`src/rtl/omr_sheet_loader_if.sv`:
```
// Bubble-read and sheet-handoff bundle between the scanner/grader (master) and the
// sheet loader (slave).
interface omr_sheet_loader_if #(
   parameter int unsigned NUM_Q = 10,
   parameter int unsigned OPT_W = 4
);
   localparam int unsigned ANS_W = NUM_Q * OPT_W;
   localparam int unsigned CNT_W = $clog2(NUM_Q + 1);
   localparam int unsigned IDX_W = $clog2(NUM_Q);

   logic             sheet_start;
   logic             bubble_valid;
   logic [OPT_W-1:0] bubble_data;
   logic             bubble_ready;
   logic [ANS_W-1:0] student_answers;
   logic             sheet_valid;
   logic             sheet_ack;
   logic [NUM_Q-1:0] invalid_mask;
   logic [CNT_W-1:0] invalid_cnt;
   logic [IDX_W-1:0] q_index;

   modport master (
      output sheet_start, bubble_valid, bubble_data, sheet_ack,
      input  bubble_ready, student_answers, sheet_valid, invalid_mask, invalid_cnt, q_index
   );

   modport slave (
      input  sheet_start, bubble_valid, bubble_data, sheet_ack,
      output bubble_ready, student_answers, sheet_valid, invalid_mask, invalid_cnt, q_index
   );
endinterface

```
`src/rtl/omr_sheet_loader.sv`:
```
// Assembles one answer sheet from per-question bubble reads and holds it for the grader.
// Optional OMR_INVALID_BLANK_EN: non-one-hot reads are stored as an all-zero nibble.
module omr_sheet_loader #(
   parameter int unsigned NUM_Q = 10,
   parameter int unsigned OPT_W = 4
) (
   input logic               clk,
   input logic               reset_n,
   omr_sheet_loader_if.slave bus
);
   localparam int unsigned ANS_W = NUM_Q * OPT_W;
   localparam int unsigned CNT_W = $clog2(NUM_Q + 1);
   localparam int unsigned IDX_W = $clog2(NUM_Q);

   typedef enum logic [1:0] {StIdle, StLoad, StHold} state_e;

   state_e           state_q, state_d;
   logic [ANS_W-1:0] answers_q, answers_d;
   logic [NUM_Q-1:0] mask_q, mask_d;
   logic [CNT_W-1:0] cnt_q, cnt_d;
   logic [IDX_W-1:0] idx_q, idx_d;

   logic             nib_onehot;
   logic [OPT_W-1:0] nib_store;
   logic             start_clr;
   logic             xfer;
   logic             last_q;
   logic             bubble_ready;
   logic             sheet_valid;

   always_comb begin
      nib_onehot = (bus.bubble_data != '0) &&
                   ((bus.bubble_data & (bus.bubble_data - OPT_W'(1))) == '0);
`ifdef OMR_INVALID_BLANK_EN
      nib_store  = nib_onehot ? bus.bubble_data : '0;
`else
      nib_store  = bus.bubble_data;
`endif
      // A start in HOLD waits for the ack; a start in LOAD wins over a same-cycle read.
      start_clr  = bus.sheet_start && (state_q != StHold);
      xfer       = (state_q == StLoad) && bus.bubble_valid && !bus.sheet_start;
      last_q     = (idx_q == IDX_W'(NUM_Q - 1));
   end

   // FSM state register
   always_ff @(posedge clk or negedge reset_n) begin
      if (!reset_n) state_q <= StIdle;
      else          state_q <= state_d;
   end

   // FSM next state
   always_comb begin
      state_d = state_q;
      unique case (state_q)
         StIdle:  if (bus.sheet_start) state_d = StLoad;
         StLoad:  if (xfer && last_q)  state_d = StHold;
         StHold:  if (bus.sheet_ack)   state_d = StIdle;
         default: state_d = StIdle;
      endcase
   end

   // FSM outputs
   always_comb begin
      bubble_ready = (state_q == StLoad);
      sheet_valid  = (state_q == StHold);
   end

   always_comb begin
      answers_d = answers_q;
      mask_d    = mask_q;
      cnt_d     = cnt_q;
      idx_d     = idx_q;
      if (start_clr) begin
         answers_d = '0;
         mask_d    = '0;
         cnt_d     = '0;
         idx_d     = '0;
      end else if (xfer) begin
         // Question 0 occupies the most significant nibble.
         for (int k = 0; k < NUM_Q; k++) begin
            if (idx_q == IDX_W'(k)) begin
               answers_d[(NUM_Q - 1 - k) * OPT_W +: OPT_W] = nib_store;
               if (!nib_onehot) mask_d[k] = 1'b1;
            end
         end
         if (!nib_onehot) cnt_d = cnt_q + CNT_W'(1);
         if (!last_q)     idx_d = idx_q + IDX_W'(1);
      end
   end

   always_ff @(posedge clk or negedge reset_n) begin
      if (!reset_n) begin
         answers_q <= '0;
         mask_q    <= '0;
         cnt_q     <= '0;
         idx_q     <= '0;
      end else begin
         answers_q <= answers_d;
         mask_q    <= mask_d;
         cnt_q     <= cnt_d;
         idx_q     <= idx_d;
      end
   end

   assign bus.bubble_ready    = bubble_ready;
   assign bus.sheet_valid     = sheet_valid;
   assign bus.student_answers = answers_q;
   assign bus.invalid_mask    = mask_q;
   assign bus.invalid_cnt     = cnt_q;
   assign bus.q_index         = idx_q;
endmodule

```
`src/flat_wrapper.sv`:
```
// flat-port wrapper written by rule: the top's interface ports become plain ports
module omr_sheet_loader_flat 
#(
   parameter int unsigned NUM_Q = 10,
   parameter int unsigned OPT_W = 4
)
  (clk, reset_n, bus_sheet_start, bus_bubble_valid, bus_bubble_data, bus_sheet_ack, bus_bubble_ready, bus_student_answers, bus_sheet_valid, bus_invalid_mask, bus_invalid_cnt, bus_q_index);
  omr_sheet_loader_if #(.NUM_Q(NUM_Q), .OPT_W(OPT_W)) bus_i ();
  input logic clk;
  input logic reset_n;
  input wire logic [$bits(bus_i.sheet_start)-1:0] bus_sheet_start;
  input wire logic [$bits(bus_i.bubble_valid)-1:0] bus_bubble_valid;
  input wire logic [$bits(bus_i.bubble_data)-1:0] bus_bubble_data;
  input wire logic [$bits(bus_i.sheet_ack)-1:0] bus_sheet_ack;
  output wire logic [$bits(bus_i.bubble_ready)-1:0] bus_bubble_ready;
  output wire logic [$bits(bus_i.student_answers)-1:0] bus_student_answers;
  output wire logic [$bits(bus_i.sheet_valid)-1:0] bus_sheet_valid;
  output wire logic [$bits(bus_i.invalid_mask)-1:0] bus_invalid_mask;
  output wire logic [$bits(bus_i.invalid_cnt)-1:0] bus_invalid_cnt;
  output wire logic [$bits(bus_i.q_index)-1:0] bus_q_index;
  assign bus_i.sheet_start = bus_sheet_start;
  assign bus_i.bubble_valid = bus_bubble_valid;
  assign bus_i.bubble_data = bus_bubble_data;
  assign bus_i.sheet_ack = bus_sheet_ack;
  assign bus_bubble_ready = bus_i.bubble_ready;
  assign bus_student_answers = bus_i.student_answers;
  assign bus_sheet_valid = bus_i.sheet_valid;
  assign bus_invalid_mask = bus_i.invalid_mask;
  assign bus_invalid_cnt = bus_i.invalid_cnt;
  assign bus_q_index = bus_i.q_index;
  omr_sheet_loader #(.NUM_Q(NUM_Q), .OPT_W(OPT_W)) u_core (.clk(clk), .reset_n(reset_n), .bus(bus_i));
endmodule
```
`config.mk`:
```
export PLATFORM = sky130hd
export DESIGN_NAME = omr_sheet_loader_flat
export DESIGN_NICKNAME = d
export VERILOG_FILES = /design/src/rtl/omr_sheet_loader_if.sv /design/src/rtl/omr_sheet_loader.sv /design/src/flat_wrapper.sv
export SDC_FILE = /design/constraint.sdc
export NUM_CORES = 1
export LEC_CHECK = 0
export CAP_MARGIN = 20
export CELL_PAD_IN_SITES_DETAIL_PLACEMENT = 1
export CELL_PAD_IN_SITES_GLOBAL_PLACEMENT = 1
export CORE_UTILIZATION = 41
export CTS_CLUSTER_DIAMETER = 100
export CTS_CLUSTER_SIZE = 25
export DETAILED_ROUTE_END_ITERATION = 16
export GPL_TIMING_DRIVEN = 0
export PLACE_DENSITY_LB_ADDON = 0.2
export SYNTH_ARGS = -nofsm -noshare
export SYNTH_HDL_FRONTEND = slang
export SYNTH_SLANG_ARGS = --single-unit
```
`constraint.sdc`:
```
create_clock -name clk -period 3.6 [get_ports clk]
set_input_delay 0.72 -clock clk [delete_from_list [all_inputs] [get_ports clk]]
set_output_delay 0.72 -clock clk [all_outputs]
set_load 0.03 [all_outputs]
```
After elaboration in Yosys (flattened, before gate mapping)
Cells that the tools add are included. W data, S select, Z words.

Bits in registers: 60. Logic and storage cells: 123. Output and inout port bits: 60.

Add/sub/neg operators: 3. Equality and inequality tests: 17. Bitwise operators: 1. Reduce and logical (&&, ||, !) cells: 44. Mux-type cells: 35.

Operators with widths (number): $mux W40 (2); $mux W4 (16); $reduce_and A3 Y1 (11); $reduce_and A2 Y1 (12); $reduce_bool A2 Y1 (11); $mux W10 (2); $eq A4 B3 Y1 const B (4); $mux W1 (11); $add A4 B1 Y4 const B (2); $eq A4 B2 Y1 const B (2); $eq A4 B4 Y1 const B (2); $logic_not A4 Y1 (2); $ne A2 B2 Y1 const B (4); $mux W2 (3); $pmux W2 S3 (1); $logic_and A1 B1 Y1 (5); $and A4 B4 Y4 (1); $eq A4 B1 Y1 const B (1); $ne A2 B1 Y1 const B (2); $reduce_bool A4 Y1 (1); $sub A4 B1 Y4 const B (1); $eq A2 B1 Y1 const B (1); $eq A2 B2 Y1 const B (1); $logic_not A2 Y1 (1); $logic_not A1 Y1 (1).

Depth between registers and ports, before layout
Word-level depth: 8. Gate-level depth with buffers: 6. Depth with buffers taken out: 5.

Worst setup path after synthesis
Ideal clock, no wire load.

Path type: input-to-reg. Start point: input bus_bubble_valid. End point: register u_core.idx_q[2], in the netlist u_core.bus.q_index[2]. Stages: 6. Arrival: 1697 ps. Buffers on the path: 2. Slack: 1830 ps. Cell sequence: nor4bb_1 -> buf_4 -> buf_12 -> nand2_2 -> a211o_1 -> a21oi_2.

Longest elaborated chain between the ends: 4.

RTL lines: start, declared (RTL line flat_wrapper.sv:12) `input wire logic [$bits(bus_i.bubble_valid)-1:0] bus_bubble_valid;`; $logic_and A1 B1 Y1 (2 in series) (RTL line omr_sheet_loader.sv:41) `xfer = (state_q == StLoad) && bus.bubble_valid && !bus.sheet_start;`; $reduce_bool A2 Y1 (no line); $reduce_and A2 Y1 (no line); end signal, assigned (RTL line omr_sheet_loader.sv:101) `idx_q <= idx_d;`; end, declared (RTL line omr_sheet_loader.sv:21) `logic [IDX_W-1:0] idx_q, idx_d;`.

No other way between the ends. A chain may end at the register's enable or synchronous reset.

Worst setup path after layout
Start point: register u_core.state_q[0]. End point: output bus_sheet_valid.

Longest elaborated chain between the ends: 1.

RTL lines: start, declared (RTL line omr_sheet_loader.sv:17) `state_e state_q, state_d;`; start signal, assigned (RTL line omr_sheet_loader.sv:47) `if (!reset_n) state_q <= StIdle;`; start signal, assigned (RTL line omr_sheet_loader.sv:48) `else state_q <= state_d;`; $eq A2 B2 Y1 (RTL line omr_sheet_loader.sv:65) `sheet_valid = (state_q == StHold);`; end, declared (RTL line flat_wrapper.sv:17) `output wire logic [$bits(bus_i.sheet_valid)-1:0] bus_sheet_valid;`.

No other way between the ends.

==> summary.txt <==
CTS
  • Post-CTS Resized: 0
  • Total CTS buffers: 9
  • Hold-fix buffers, CTS: 0
  • CTS tree: yes
  • # clock sinks: 60
  • Postcts setup bufs: 0
  • Clk_lat worst skew: 0.34 ns
  • Clock transition at path regs: 0.07 ns
  • H-tree depth: 3
  • Clk buf depth: 2
  • Clock Tree Root: clkbuf_8

Synthesis
  • Yosys warning count: 0
  • Count leader, synth: dfrtp_1
  • Post-synth top area share: 55.9%
  • Ys async rst share: 100%
  • Most common library cells after synthesis: 60 x dfrtp_1, 56 x nor2_1, 44 x mux2i_1
  • Post-Syn Nets: 250
  • Sequential fraction of the synthesis area: 55.9%
  • Top FF cell, synth: dfrtp_1
  • Post-Syn Instances: 236
  • Area leader, netlist: dfrtp_1
  • Flops & latches, synth: 60
  • Yosys cell types: 34
  • Mapped cell area: 2690 um^2
  • Post-synth EDFFs: 0
  • Avg Cell Area, Syn: 11.4 um^2
  • Ranking of synthesized cells by area: dfrtp_1 56%, mux2i_1 16%, nor2_1 7.8%

Pwr
  • LEAKAGE: 1.89 nW
  • Peak VDD IR: 0.262 mV
  • Total power: 1.52 mW
  • Cell Pwr Density: 411 nW/um^2

Worst setup path
  • Max incr delay on CP: 0.66 ns
  • R2r startpoint: u_core.bus.q_index[1]
  • Reg2Reg Depth: 6
  • Critical Path RT: 2.88 ns
  • Arrival time worst endpoint: 1.68 ns
  • CP Capture Type: output pin
  • Largest fanout on the critical path: 4
  • Crit path cell chain: nand2b_1 -> inv_1 -> clkdlybuf4s50_1
  • FF-to-FF End: u_core.bus.student_answers[35]
  • Worst setup SP type: flip-flop
  • Slowest-stage cell, CP: clkdlybuf4s50_1
  • Flop2flop setup slack: 1.77 ns
  • Crit Path Class: flip-flop to output pin

Floorplanning
  • Die X: 83.0 um
  • IO Count: 69
  • Initial Util: 42.3%
  • Die Ht: 83.0 um
  • Row count: 29
  • Die ar.: 6880 um^2
  • Core area: 6350 um^2

STA
  • # setup viols final: 0
  • Worst Tran Pin Value: 0.650 ns
  • Maximum clock rate: 416 MHz
  • Fin crit period: 2.40 ns
  • Fin crit share: 66.7%
  • RSZ-0062 raised after global routing: no
  • Fin Clk Skew: 0.00809 ns
  • Relative slew margins: 56.6%
  • Post-route setup slack: 1.20 ns
  • Final Hold Viols: 0
  • Final count of pins violating max slew: 0

Global route
  • Number of global-route vias before repair: 2176
  • Antenna violations before repair: 0
  • GRT Util Overall: 22.4%
  • First-pass GRT wire length: 11800 um
  • Largest net degree at the start of global routing: 35
  • Gr ovfl total: 0

Placement
  • Place WS: 1.13 ns
  • GPL Wtd Cong: 0.711
  • HPWL Detailed: 4890 um
  • I/O Buffers: 68

Worst hold path
  • Min-Delay Path Class: input pin to async pin

Routing
  • WL/cell: 17.5 um
  • Post-Route WL: 6980 um
  • Post-DRT Antenna Nets: 0
  • Initial DRC Count: 43
  • Drt first pass iters: 4
  • Via-per-instance ratio: 5.17
  • Residual DRC: 0
  • Vias: 2059

Finish
  • Share of cells above drive strength 1: 10.3%
  • Area Overhead vs Synth: 37.8%
  • Number of antenna diodes: 0
  • # fillers: 678
  • Nets: 330

Run
  • Max-cap violation count: 0

Run status
  • Run status: complete, no violations
sequential cells by signal (all words and copies together) (netlist names):
signal,flops
u_core.bus.student_answers,40
u_core.bus.invalid_mask,10
u_core.bus.invalid_cnt,4
u_core.bus.q_index,4
u_core.state_q,2
critical path: cells and delay by family (launching register included):
| kind | cells | cell delay (ns) |
|---|---|---|
| buffers and inverters | 2 | 0.73 |
| flip-flops | 1 | 0.41 |
| AND/OR/NAND/NOR | 1 | 0.21 |
placed cells by master, fill, tap and decap left out, types with 4 or more instances in the layout:
master / synthesis / routed
buf_2: 3 / 4
dfrtp_1: 60 / 60
clkdlybuf4s50_1: 0 / 67
clkbuf_1: 10 / 10
a41oi_1: 9 / 9
ha_1: 5 / 5
mux2i_1: 44 / 44
nor2_1: 56 / 56
nand2_1: 7 / 7
nand3_2: 4 / 4
clkbuf_8: 0 / 9
nand3_1: 7 / 7
through the flow:
stage | util, % | hold WS, ns | area (um^2) | setup TNS [ns] | cells
after floorplan | - | 0.424 | 2690 | 0 | 236
after global placement | 54.6 | 0.468 | 3460 | -11.23 | 381
after CTS | 58.3 | 0.412 | 3700 | 0 | 398
after global routing | 58.3 | 0.441 | 3700 | 0 | 398
final | 58.3 | 0.402 | 3700 | 0 | 398
after detailed placement | 54.8 | 0.491 | 3480 | 0 | 382
how the worst max path moves through the flow:
stage	slack, ns	end	startpoint	cells past startpoint
floorplan	1.83	u_core.bus.q_index[2]	bus_bubble_valid	6
detailed placement	1.13	u_core.bus.student_answers[22]	bus_sheet_start	7
global placement	-0.19	u_core.bus.student_answers[29]	reset_n	1
CTS	1.18	bus_sheet_valid	u_core.state_q[0]	3
finish	1.20	bus_sheet_valid	u_core.state_q[0]	3
global route	1.13	bus_sheet_valid	u_core.state_q[0]	3
cells by family after synthesis:
family	after synthesis	synth area share [%]
xor+xnor	3	0.978
compound gates	16	5.12
simple gates	89	15.5
buf+inv	19	3.82
flops	60	55.9
fa+ha+maj	5	2.33
mux	44	16.4
layer usage:
| layer | GRT usage [%] | share of wire [%] |
|---|---|---|
| met5 | 0 | 0 |
| met4 | 10.5 | 1.9 |
| met3 | 5.17 | 3.1 |
| met2 | 34.0 | 47 |
| met1 | 30.4 | 48 |
power breakdown:
group,internal [mW],total (mW),switching (mW)
Clock,0.393,0.689,0.296
Sequential,0.683,0.691,0.00872
Combinational,0.0508,0.141,0.0904
cell type report:
| cell class | count | area, um^2 | area share [%] |
|---|---|---|---|
| buffer | 16 | 91.3 | 2.47 |
| clock buffer | 9 | 124 | 3.34 |
| clock inverter | 7 | 100 | 2.70 |
| inverter | 3 | 11.3 | 0.304 |
| multi-input combinational | 157 | 1080 | 29.3 |
| sequential | 60 | 1500 | 40.5 |
| tap | 77 | 96.3 | 2.60 |
| timing repair buffer | 69 | 696 | 18.8 |
(Power assumes the default switching activity.)
